==> src/rtl/axis_block_arbiter_pkg.sv <==
// Shared types for the block round-robin AXIS arbiter.
// AXIS_BLOCK_ARBITER_LAST_EN adds a last-of-block tag bit.
package axis_block_arbiter_pkg;

  typedef enum logic {
    IDLE  = 1'b0,
    GRANT = 1'b1
  } state_e;

  typedef struct packed {
    logic id;
    logic first;
`ifdef AXIS_BLOCK_ARBITER_LAST_EN
    logic last;
`endif
  } beat_tag_t;

  localparam int TAG_W = $bits(beat_tag_t);

endpackage

==> src/rtl/axis_register_slice.sv <==
// One-entry valid/ready register slice with a generic payload.
// Accepts a new beat in the same cycle the held one drains.
module axis_register_slice #(
  parameter int WIDTH = 8
) (
  input  logic             clk,
  input  logic             rst,
  input  logic             in_valid,
  output logic             in_ready,
  input  logic [WIDTH-1:0] in_data,
  output logic             out_valid,
  input  logic             out_ready,
  output logic [WIDTH-1:0] out_data
);

  logic             valid_q;
  logic             valid_d;
  logic [WIDTH-1:0] data_q;
  logic [WIDTH-1:0] data_d;
  logic             load;

  always_comb begin
    in_ready = !valid_q || out_ready;
    load     = in_valid && in_ready;
    valid_d  = load || (valid_q && !out_ready);
    data_d   = load ? in_data : data_q;
  end

  always_ff @(posedge clk) begin
    if (rst) begin
      valid_q <= 1'b0;
      data_q  <= '0;
    end else begin
      valid_q <= valid_d;
      data_q  <= data_d;
    end
  end

  assign out_valid = valid_q;
  assign out_data  = data_q;

endmodule

==> src/rtl/axis_block_arbiter.sv <==
// Two-input round-robin AXIS arbiter granting whole blocks.
// Optional output_last port under AXIS_BLOCK_ARBITER_LAST_EN.
module axis_block_arbiter
  import axis_block_arbiter_pkg::*;
#(
  parameter int DATA_WIDTH     = 16,
  parameter int BLOCK_SIZE_LOG = 8
) (
  input  logic                  clk,
  input  logic                  rst,
  input  logic                  input_0_valid,
  output logic                  input_0_ready,
  input  logic [DATA_WIDTH-1:0] input_0_data,
  input  logic                  input_1_valid,
  output logic                  input_1_ready,
  input  logic [DATA_WIDTH-1:0] input_1_data,
  output logic                  output_valid,
  input  logic                  output_ready,
  output logic [DATA_WIDTH-1:0] output_data,
  output logic                  output_id,
  output logic                  output_first
`ifdef AXIS_BLOCK_ARBITER_LAST_EN
  ,
  output logic                  output_last
`endif
);

  localparam int CW = (BLOCK_SIZE_LOG > 0) ? BLOCK_SIZE_LOG : 1;
  localparam logic [CW-1:0] CNT_MAX = CW'((1 << BLOCK_SIZE_LOG) - 1);
  localparam int PW = TAG_W + DATA_WIDTH;

  state_e          state_q;
  state_e          state_d;
  logic            grant_q;
  logic            grant_d;
  logic            last_grant_q;
  logic            last_grant_d;
  logic [CW-1:0]   cnt_q;
  logic [CW-1:0]   cnt_d;
  logic            slice_ready;
  logic            hs;
  beat_tag_t       in_tag;
  beat_tag_t       out_tag;
  logic [PW-1:0]   in_payload;
  logic [PW-1:0]   out_payload;

  always_comb begin
    state_d       = state_q;
    grant_d       = grant_q;
    last_grant_d  = last_grant_q;
    cnt_d         = cnt_q;
    input_0_ready = 1'b0;
    input_1_ready = 1'b0;
    hs            = 1'b0;
    unique case (state_q)
      IDLE: begin
        if (input_0_valid || input_1_valid) begin
          state_d = GRANT;
          cnt_d   = '0;
          // Tie goes to whoever did not own the previous block.
          grant_d = (input_0_valid && input_1_valid) ?
                    !last_grant_q : input_1_valid;
        end
      end
      GRANT: begin
        input_0_ready = !grant_q && slice_ready;
        input_1_ready = grant_q && slice_ready;
        hs = grant_q ? (input_1_valid && input_1_ready)
                     : (input_0_valid && input_0_ready);
        if (hs) begin
          if (cnt_q == CNT_MAX) begin
            cnt_d        = '0;
            last_grant_d = grant_q;
            state_d      = IDLE;
          end else begin
            cnt_d = cnt_q + CW'(1);
          end
        end
      end
      default: state_d = IDLE;
    endcase
  end

  always_comb begin
    in_tag       = '0;
    in_tag.id    = grant_q;
    in_tag.first = (cnt_q == '0);
`ifdef AXIS_BLOCK_ARBITER_LAST_EN
    in_tag.last  = (cnt_q == CNT_MAX);
`endif
    in_payload   = {in_tag, grant_q ? input_1_data : input_0_data};
  end

  always_ff @(posedge clk) begin
    if (rst) begin
      state_q      <= IDLE;
      grant_q      <= 1'b0;
      last_grant_q <= 1'b1;
      cnt_q        <= '0;
    end else begin
      state_q      <= state_d;
      grant_q      <= grant_d;
      last_grant_q <= last_grant_d;
      cnt_q        <= cnt_d;
    end
  end

  axis_register_slice #(
    .WIDTH(PW)
  ) u_out_reg (
    .clk      (clk),
    .rst      (rst),
    .in_valid (hs),
    .in_ready (slice_ready),
    .in_data  (in_payload),
    .out_valid(output_valid),
    .out_ready(output_ready),
    .out_data (out_payload)
  );

  assign {out_tag, output_data} = out_payload;
  assign output_id    = out_tag.id;
  assign output_first = out_tag.first;
`ifdef AXIS_BLOCK_ARBITER_LAST_EN
  assign output_last  = out_tag.last;
`endif

endmodule

==> config.mk <==
export PLATFORM = sky130hd
export DESIGN_NAME = axis_block_arbiter
export DESIGN_NICKNAME = d
export VERILOG_FILES = /design/src/rtl/axis_block_arbiter_pkg.sv /design/src/rtl/axis_register_slice.sv /design/src/rtl/axis_block_arbiter.sv
export SDC_FILE = /design/constraint.sdc
export NUM_CORES = 1
export LEC_CHECK = 0
export CAP_MARGIN = 20
export CORE_MARGIN = 4
export CORE_UTILIZATION = 35
export CTS_CLUSTER_DIAMETER = 50
export CTS_CLUSTER_SIZE = 16
export DETAILED_ROUTE_END_ITERATION = 7
export HOLD_SLACK_MARGIN = 0.15
export SLEW_MARGIN = 25
export SYNTH_ARGS = -nofsm -noshare
export SYNTH_HDL_FRONTEND = slang
export SYNTH_HIERARCHICAL = 1
export SYNTH_SLANG_ARGS = --single-unit
export TNS_END_PERCENT = 20
==> constraint.sdc <==
create_clock -name clk -period 1.9 [get_ports clk]
set_input_delay 0.38 -clock clk [delete_from_list [all_inputs] [get_ports clk]]
set_output_delay 0.38 -clock clk [all_outputs]
set_load 0.03 [all_outputs]
==> reports/qor.txt, run 1 <==
XOR/XNOR Fraction of Synth Area -> 0%
clock latency on the worst-skew pair -> 0.28 ns
leakage -> 0.000884 µW
Resize count post-CTS -> 0
CTS Buffer Depth -> 2
minimum clock period -> 1.82 ns
outcome -> finished, final reports clean
final hold viol count -> 0
GR Util met2 -> 22.5%
cell area power density -> 632 mW/mm²
Max stage delay cell, worst path -> clkdlybuf4s50_1
drt pass-1 iters -> 4
CP Cell Sequence -> clkdlybuf4s50_1, nand2b_4, nand2_2, buf_4, nor2_1, buf_4
WP data required -> 1.52 ns
floorplan core area -> 0.00485 mm²
first-pass GRT wire length -> 7090 µm
worst-case vdd ir drop -> 0.302 mV
register bit total from synthesis -> 30
Async S/R FF share, synth -> 0%
Startpoint Class -> input pin
DP HPWL -> 3150 µm
CTS root buffer -> clkbuf_8
RR Startpoint -> cnt_q[0]$_SDFFE_PP0P_
Min Hold Slack -> 0.500 ns
Pint -> 1160 µW
Net Switching -> 442 µW
Residual DRC -> 0
placed cell areas -> 0.00244 mm²
Total GRT Usage -> 14.0%
adder-cell area share of the yosys netlist -> 1.40%
share of cells above drive strength 1 -> 29.3%
Layout Area Growth over Synthesis -> 41.6%
GR Util met3 -> 4.97%
Max Freq -> 548 MHz
Simple-Gate Fraction of Synth Area -> 18.4%
Nets -> 284
# clock sinks -> 30
crit path DAT -> 1.44 ns
Rel. slew slack -> 73.3%
initial cell density of the core -> 36.9%
busiest grt layer -> met2
final worst path period share -> 96.0%
Post-synth EDFFs -> 0
Least-Margin Pin Slew -> 0.401 ns
Post-Route WL -> 4310 µm
CTS Buf Count -> 5
Critical Path Fanout Max -> 3
main combinational cell family by area after synthesis -> compound AO/OA/AOI/OAI gates
gr ovfl total -> 0
Finished Cell Area -> 0.00253 mm²
Hold Startpoint -> cnt_q[6]$_SDFFE_PP0P_
Die Area -> 0.00632 mm²
port buffer count -> 57
# H-tree levels -> 2
FF-to-FF setup slack -> 0.19 ns
CP endpoint kind -> primary output
clk slew on worst S/H paths -> 0.06 ns
Setup Skew -> 0.00529 ns
hold_buf cts -> 0
Max-Cap Viols -> 0
WL/cell -> 13.8 µm
CP peak stage delay -> 0.45 ns
Worst Hold Depth -> 2
CTS tree -> yes
yosys warns -> 6
Most used DFF post-synth -> dfxtp_1
instance count of the mapped netlist -> 180
syn_nets -> 219
mux contribution to synthesized area -> 11.3%
I/O pin total -> 58
Seq pwr share -> 42.1%
Synth Cell Area -> 0.00179 mm²
Final ANT Viol Nets -> 0
vias in the first global route -> 1,521
Hold Crit Class -> reg -> reg
largest net degree at the start of global routing -> 36
Comb pwr share -> 24.5%
commonest non-fill, non-tap cells in the layout -> clkdlybuf4s50_1 (55), dfxtp_1 (30), a21oi_2 (19)
FF-to-FF End -> u_out_reg/out_data[16]$_SDFFE_PP0P_
gpl congestion -> 0.837
Via density -> 4.85
post-synthesis sequential area ratio -> 33.6%
n_diodes -> 0
Die Width -> 79.5 µm
Hold Path Sink -> cnt_q[6]$_SDFFE_PP0P_
unrepaired setup endpoints after global routing -> no
antenna violations before repair -> 0
Slew Limit Fails -> 0
Critical path buffers and inverters -> 3
Starting DRT DRC Count -> 72
commonest non-fill, non-tap cell in the layout -> clkdlybuf4s50_1
path type of the worst setup path -> in -> out
most used cell, CP -> buf_4
die height -> 79.5 µm
met1 Track Usage GR -> 17.7%
crit-path leading delay family -> buffers and inverters
Cell variety after synth -> 42
clock share of power -> 33.4%
r2r worst-path depth -> 6
row cnt -> 25
syn_area_per_cell -> 9.93 µm²
post-synthesis compound-gate area fraction -> 26.9%
post-CTS setup buffer count -> 0
vias -> 1,519
setup violators final -> 0
sw frac -> 27.6%
-- routing by layer --
metal	up-vias	part of all wire, %
met3	3	9.3
li1	784	-
met4	0	0.84
met5	-	0
met2	50	44
met1	682	45
-- worst max-delay path by stage --
stage,cells after the start,start,to,slack (ns)
3_5_place_dp,6,output_ready,last_grant_q$_SDFFE_PP1P_,-0.05
5_1_grt,6,output_ready,input_0_ready,0.001
3_3_place_gp,6,output_ready,last_grant_q$_SDFFE_PP1P_,-0.009
6_report,6,output_ready,input_0_ready,0.08
2_1_floorplan,7,u_out_reg/out_valid$_SDFF_PP0_,last_grant_q$_SDFFE_PP1P_,0.13
4_1_cts,6,output_ready,input_0_ready,0.04
-- cell usage after synthesis, types with 2 or more instances --
cell type,instances,area [µm²]
dfxtp_1,30,601
a21oi_2,19,166
a21bo_1,18,180
mux2_2,16,180
nand3_1,14,70.1
nand3_2,8,80.1
a21oi_1,6,30.0
nor2_1,6,22.5
nor3_1,6,30.0
o21ai_0,6,30.0
inv_1,5,18.8
nand2_1,5,18.8
buf_6,4,45.0
a21o_1,2,15.0
clkbuf_1,2,7.51
clkbuf_8,2,27.5
ha_1,2,25.0
nand2b_1,2,12.5
nor2b_1,2,12.5
nor4_1,2,12.5
or3_1,2,12.5
-- logic make-up after synthesis --
logic type               after synthesis
flip-flops                            30
adder cells (fa/ha/maj)                2
buffers and inverters                 18
AND/OR/NAND/NOR                       54
multiplexers                          18
AO/OA/AOI/OAI                         58
-- flip-flops by register name, indices dropped and copies added, names as in the netlist --
register             count
cnt_q                    8
grant_q                  1
last_grant_q             1
state_q                  1
u_out_reg/out_data      18
u_out_reg/out_valid      1
-- metrics by stage --
stage                     util (%)  TNS [ns]  setup slack [ns]  cells  total power (µW)
after floorplan                  -         0             0.132    180               922
after detailed placement      50.3   -0.0452           -0.0452    305              1080
after CTS                     52.2         0            0.0351    313              1630
final                         52.2         0            0.0765    313              1600
after global placement        50.3  -0.00897          -0.00897    305              1080
after global routing          52.2         0           0.00122    313              1690
-- power groups by stage --
stage	clock network, µW	registers, µW	logic [µW]
detailed placement	0	688	395
floorplan	0	731	191
global placement	0	688	394
global route	586	678	422
finish	535	674	392
CTS	557	674	397
-- cell type report --
cell class / count / area (µm²)
multi-input cells: 132 / 1040
well taps: 67 / 83.8
clock inverters: 1 / 5.00
clock buffers: 7 / 86.3
flip-flops and latches: 30 / 601
inverters: 5 / 18.8
repair buffers: 71 / 696
fillers: 460 / 2320
-- worst reg2reg max path, delay by kind of cell (launching register included) --
family | cells | cell delay [ns]
compound gates | 1 | 0.13
fa+ha+maj | 1 | 0.13
buf+inv | 1 | 0.07
flops | 1 | 0.34
simple gates | 3 | 0.98
(Power assumes the default switching activity.)
==> run 2: changes to the inputs <==
ABC_AREA = 1   (was unset)
RECOVER_POWER = 50   (was unset)
SETUP_SLACK_MARGIN = 0.15   (was unset)
==> run 2 against run 1 <==
Against the previous run:
- hold slack worse by 0.022 ns
- routed wire length is 5.7% higher
- synthesized cell count is 54% higher
- die area is 1.9% lower
- global-route usage is 1.0 points higher
- sequential power is 3% higher
- final cell count is 28% higher
- design area is 3.5% lower
- critical path depth stayed put
- setup slack better by 0.073 ns
- clock power is 19% higher
- critical endpoint is now input_1_ready
- highest routed layer unchanged
==> reports/qor.txt, run 2 <==
I/O pin total -> 58 (unchanged)
port buffer count -> 57 (unchanged)
Synth area leader -> dfxtp_1
Total GRT Usage -> 15.0% (+1.0 points)
minimum clock period -> 1.75 ns (-0.0727 ns)
Post-synth EDFFs -> 0 (unchanged)
cell area power density -> 721 mW/mm² (+14%)
Via density -> 4.38 (-9.7%)
antenna violations before repair -> 0 (unchanged)
outcome -> finished, final reports clean
row cnt -> 25 (unchanged)
gr ovfl total -> 0 (unchanged)
first-pass GRT wire length -> 7460 µm (+5.2%)
Final Util -> 51.1% (-1.2 points)
Setup Skew -> 0.00642 ns (+0.00113 ns)
Least-Margin Pin Slew -> 0.434 ns (+0.0336 ns)
Die Width -> 78.7 µm (-0.95%)
commonest non-fill, non-tap cells in the layout -> nand2_1 (93), clkdlybuf4s50_1 (55), inv_1 (35)
Hold Crit Class -> reg -> reg
Post-Route WL -> 4560 µm (+5.7%)
Starting DRT DRC Count -> 100 (+39%)
worst-case vdd ir drop -> 0.427 mV (+41%)
# clock sinks -> 30 (unchanged)
WL/cell -> 11.3 µm (-18%)
CTS Buffer Depth -> 2 (unchanged)
drt pass-1 iters -> 4 (unchanged)
Layout Area Growth over Synthesis -> 39.6%
Yosys top cell area share -> 34.3% (+0.72 points)
Slew Limit Fails -> 0 (unchanged)
syn_nets -> 316 (+44%)
DP HPWL -> 3380 µm (+7.2%)
Most used DFF post-synth -> dfxtp_1
Min Hold Slack -> 0.478 ns (-0.0219 ns)
hold_buf cts -> 0 (unchanged)
Startpoint Class -> input pin
vias in the first global route -> 1,580 (+3.9%)
CP Cell Sequence -> clkdlybuf4s50_1, inv_1, nand2_2, inv_1, nor3_1, buf_4
setup violators final -> 0 (unchanged)
n_diodes -> 0 (unchanged)
Nets -> 373 (+31%)
CP peak stage delay -> 0.46 ns (about the same)
syn_area_per_cell -> 6.32 µm² (-36%)
final hold viol count -> 0 (unchanged)
Finished Cell Area -> 0.00244 mm² (-3.5%)
count leader, synth -> nand2_1
unrepaired setup endpoints after global routing -> yes
# H-tree levels -> 2 (unchanged)
post-CTS setup buffer count -> 0 (unchanged)
Final ANT Viol Nets -> 0 (unchanged)
setup TNS -> 0 ns (unchanged)
Async S/R FF share, synth -> 0% (unchanged)
Max stage delay cell, worst path -> clkdlybuf4s50_1
Critical Path Fanout Max -> 4 (+1)
CP endpoint kind -> primary output
Max Freq -> 571 MHz (+4.2%)
vias -> 1,761 (+16%)
Rel. slew slack -> 71.0% (-2.3 points)
share of cells above drive strength 1 -> 8.36% (-21 points)
placed cell areas -> 0.00235 mm² (-3.7%)
Die Area -> 0.00620 mm² (-1.9%)
gpl congestion -> 0.746 (-11%)
crit-path leading delay family -> buffers and inverters
Cell variety after synth -> 25 (-40%)
Max-Cap Viols -> 0 (unchanged)
Resize count post-CTS -> 0 (unchanged)
most used cell, CP -> inv_1
Residual DRC -> 0 (unchanged)
total power -> 1760 µW (+10%)
die height -> 78.7 µm (-0.95%)
commonest non-fill, non-tap cell in the layout -> nand2_1
CTS Buf Count -> 5 (unchanged)
crit path DAT -> 1.37 ns (-0.07 ns)
register bit total from synthesis -> 30 (unchanged)
post-synthesis sequential area ratio -> 34.3% (+0.72 points)
CTS root buffer -> clkbuf_8
Synth Cell Area -> 0.00175 mm² (-2.1%)
clock latency on the worst-skew pair -> 0.28 ns (about the same)
most area-consuming cells after synthesis -> dfxtp_1 (34%), nand2_1 (20%), inv_1 (7.5%), nand3_1 (7.1%), nor2_1 (7.1%)
path type of the worst setup path -> in -> out
WP data required -> 1.52 ns (about the same)
CTS tree -> yes
Largest register FFs -> 18 (unchanged)
clk slew on worst S/H paths -> 0.07 ns (about the same)
largest net degree at the start of global routing -> 38 (+5.6%)
final worst path period share -> 92.1% (-3.8 points)
Commonest cells post-synth -> nand2_1 (93), inv_1 (35), nor2_1 (33), dfxtp_1 (30), nand3_1 (25)
floorplan core area -> 0.00479 mm² (-1.3%)
Critical path buffers and inverters -> 4 (+1)
leakage -> 0.00114 µW (+28%)
instance count of the mapped netlist -> 277 (+54%)
initial cell density of the core -> 36.6% (-0.30 points)
yosys warns -> 6 (unchanged)
-- run 2: cell types whose count changed in the layout (fill, tap and decap cells not counted), sizes merged, moves of 3 or more --
cell	before	now
mux2	17	0
nand2	5	95
nor2	6	33
buf	16	8
nand3	22	27
nand2b	3	0
a21bo	18	0
inv	5	36
-- run 2: worst reg2reg max path, stage by stage, from the launching register on --
cell and delay [ns]:
dfxtp_1 0.48, inv_1 0.14, o21ai_0 0.13, nand3_1 0.37, nand2_2 0.17, nor2_1 0.06
nor2_1 0.08, nor2_1 0.04
-- run 2: area by class of cell --
class                           instances  area, µm²
Clock buffer                            5       68.8
Clock inverter                          3       40.0
Fill cell                             513       2340
Inverter                               37        139
Multi-Input combinational cell        196        885
Sequential cell                        30        601
Tap cell                               67       83.8
Timing Repair Buffer                   64        627
-- run 2: logic make-up (layout without fill, tap and decap cells) --
logic type | count (synthesis) | after routing | synth area share, %
compound gates | 31 | 31 | 11.1
flops | 30 | 30 | 34.3
buf+inv | 51 | 109 | 14.7
fa+ha+maj | 2 | 2 | 1.43
simple gates | 163 | 163 | 38.5
-- run 2: path summary, 6_finish.rpt --
path                                             from                    end  slack [ns]  depth (start not counted)
worst max-delay path                     output_ready          input_1_ready        0.15                          6
worst max register to register     state_q$_SDFF_PP0_  cnt_q[7]$_SDFFE_PP0P_        0.30                          7
worst min-delay path            cnt_q[4]$_SDFFE_PP0P_  cnt_q[4]$_SDFFE_PP0P_        0.48                          2
worst min register to register  cnt_q[4]$_SDFFE_PP0P_  cnt_q[4]$_SDFFE_PP0P_        0.48                          2
-- run 2: metrics by stage --
step / setup WS, ns / std cells
final: 0.149 / 402
after global routing: 0.0705 / 402
after CTS: 0.170 / 402
after detailed placement: 0.0529 / 394
after global placement: 0.0885 / 394
after floorplan: 0.0294 / 277
-- run 2: layer usage --
layer | up-vias | routed length (µm) | track usage (%)
met5 | - | 0 | 0
met4 | 0 | 72 | 4.90
met3 | 7 | 234 | 3.97
met2 | 49 | 2060 | 24.6
met1 | 735 | 2190 | 19.2
li1 | 970 | - | -
-- run 2: where the power goes --
| group | internal (µW) | switching, µW |
|---|---|---|
| clock | 386 | 252 |
| combinational | 204 | 227 |
| sequential | 667 | 26.6 |
| total | 1260 | 506 |
==> run 3: changes to the inputs <==
CAP_MARGIN = 15   (was 20)
clock period = 2 ns   (was 1.9 ns; I/O delays follow)
==> run 3 against run 2 <==
Against the previous run:
- sequential share of layout area increased by 0.063 points
- non-clock buffer count up 2
- first-iteration DRC count up 7.0%
- largest cell class unchanged
- global-route usage grew 1.1 points
==> reports/qor.txt, run 3 (same netlist as run 2, synthesis figures left out) <==
outcome -> finished, final reports clean
vias in the first global route -> 1,722 (+9.0%)
CTS root buffer -> clkbuf_8
initial cell density of the core -> 36.6% (unchanged)
Largest register FFs -> 18 (unchanged)
Finished Cell Area -> 0.00244 mm² (-0.26%)
# H-tree levels -> 2 (unchanged)
first-pass GRT wire length -> 7940 µm (+6.4%)
largest net degree at the start of global routing -> 38 (unchanged)
commonest non-fill, non-tap cell in the layout -> nand2_1
Least-Margin Pin Slew -> 0.394 ns (-0.0399 ns)
Hold Crit Class -> reg -> reg
Via density -> 4.45 (+1.7%)
Pint -> 1110 µW (-12%)
floorplan core area -> 0.00479 mm² (unchanged)
I/O pin total -> 58 (unchanged)
Final Util -> 50.9% (-0.13 points)
antenna violations before repair -> 0 (unchanged)
CTS Buffer Depth -> 2 (unchanged)
FF-to-FF setup slack -> 0.30 ns (about the same)
minimum clock period -> 1.78 ns
gpl congestion -> 0.819 (+9.8%)
final worst path period share -> 89.2%
n_diodes -> 0 (unchanged)
Setup Skew -> 0.00676 ns (+0.000348 ns)
vias -> 1,799 (+2.2%)
Slew Limit Fails -> 0 (unchanged)
Resize count post-CTS -> 0 (unchanged)
Max-Cap Viols -> 0 (unchanged)
Die Width -> 78.7 µm (unchanged)
WL/cell -> 11.2 µm (-0.93%)
Starting DRT DRC Count -> 107 (+7.0%)
commonest non-fill, non-tap cells in the layout -> nand2_1 (94), clkdlybuf4s50_1 (55), inv_1 (35)
row cnt -> 25 (unchanged)
Seq pwr share -> 41.7% (+2.3 points)
Max Freq -> 560 MHz
Net Switching -> 474 µW (-6.3%)
clock share of power -> 32.4% (-3.8 points)
FF-to-FF End -> u_out_reg/out_data[3]$_SDFFE_PP0P_
Startpoint Class -> input pin
RR Startpoint -> grant_q$_SDFFE_PP0P_
Post-Route WL -> 4540 µm (-0.44%)
CTS tree -> yes
Die Area -> 0.00620 mm² (unchanged)
clock latency on the worst-skew pair -> 0.29 ns (about the same)
Hold Startpoint -> cnt_q[4]$_SDFFE_PP0P_
cell area power density -> 648 mW/mm² (-10%)
Nets -> 375 (+0.54%)
drt pass-1 iters -> 4 (unchanged)
# fillers -> 502 (-2.1%)
CP endpoint kind -> primary output
path type of the worst setup path -> in -> out
final hold viol count -> 0 (unchanged)
die height -> 78.7 µm (unchanged)
Rel. slew slack -> 73.7% (+2.7 points)
WP data required -> 1.60 ns (+0.08 ns)
crit path from -> output_ready
Final ANT Viol Nets -> 0 (unchanged)
# clock sinks -> 30 (unchanged)
hold_buf cts -> 0 (unchanged)
unrepaired setup endpoints after global routing -> yes
leakage -> 0.00113 µW (about the same)
setup violators final -> 0 (unchanged)
gr ovfl total -> 0 (unchanged)
Layout Area Growth over Synthesis -> 39.2%
sw frac -> 30.0% (+1.3 points)
crit path DAT -> 1.38 ns (about the same)
port buffer count -> 57 (unchanged)
Comb pwr share -> 25.9% (+1.5 points)
worst-case vdd ir drop -> 0.409 mV (-4.3%)
Worst Hold Depth -> 2 (unchanged)
setup TNS -> 0 ns (unchanged)
post-CTS setup buffer count -> 0 (unchanged)
share of cells above drive strength 1 -> 8.31% (-0.050 points)
Critical Path Fanout Max -> 4 (unchanged)
clk slew on worst S/H paths -> 0.07 ns (about the same)
CTS Buf Count -> 5 (unchanged)
DP HPWL -> 3380 µm (about the same)
placed cell areas -> 0.00237 mm² (+1.2%)
r2r worst-path depth -> 7 (unchanged)
Hold Path Sink -> cnt_q[4]$_SDFFE_PP0P_
Total GRT Usage -> 16.1% (+1.1 points)
Residual DRC -> 0 (unchanged)
run 3: critical path: stages:
cell and delay, ns:
clkdlybuf4s50_1 0.46, inv_1 0.05, nand2_2 0.08, inv_1 0.06
nor3_1 0.15, buf_4 0.19
run 3: power by group through the flow:
stage	sequential (µW)	clock [µW]	combinational, µW
6_report	658	512	409
5_1_grt	664	563	452
4_1_cts	659	530	424
3_5_place_dp	672	0	423
3_3_place_gp	671	0	421
2_1_floorplan	731	0	188
run 3: per-stage QoR:
stage / setup WS, ns / power (µW) / instances / hold slack, ns
3_5_place_dp: 0.0997 / 1090 / 396 / 0.470
4_1_cts: 0.209 / 1610 / 404 / 0.482
3_3_place_gp: 0.165 / 1090 / 396 / 0.461
5_1_grt: 0.0661 / 1680 / 404 / 0.504
6_report: 0.216 / 1580 / 404 / 0.476
2_1_floorplan: 0.109 / 919 / 277 / 0.442
run 3: layer usage:
| metal | vias up | track usage (%) | part of all wire [%] |
|---|---|---|---|
| met4 | 0 | 6.82 | 1.4 |
| li1 | 974 | - | - |
| met2 | 46 | 26.3 | 46 |
| met1 | 772 | 19.8 | 46 |
| met5 | - | 0 | 0 |
| met3 | 7 | 4.54 | 6.5 |
run 3: area by class of cell:
type	instances	area, µm²	share of cell area (%)
well taps	67	83.8	3.44
multi-input cells	196	887	36.4
clock inverters	1	5.00	0.205
inverters	37	139	5.70
clock buffers	7	86.3	3.54
repair buffers	66	636	26.1
flip-flops and latches	30	601	24.6
run 3: worst max-delay path by stage:
stage / to / slack [ns] / cells past startpoint
after floorplan: input_0_ready / 0.11 / 5
after global placement: u_out_reg/out_data[0]$_SDFFE_PP0P_ / 0.17 / 9
after detailed placement: u_out_reg/out_data[14]$_SDFFE_PP0P_ / 0.1 / 9
after CTS: input_1_ready / 0.21 / 6
after global routing: u_out_reg/out_data[2]$_SDFFE_PP0P_ / 0.07 / 9
final: input_0_ready / 0.22 / 6
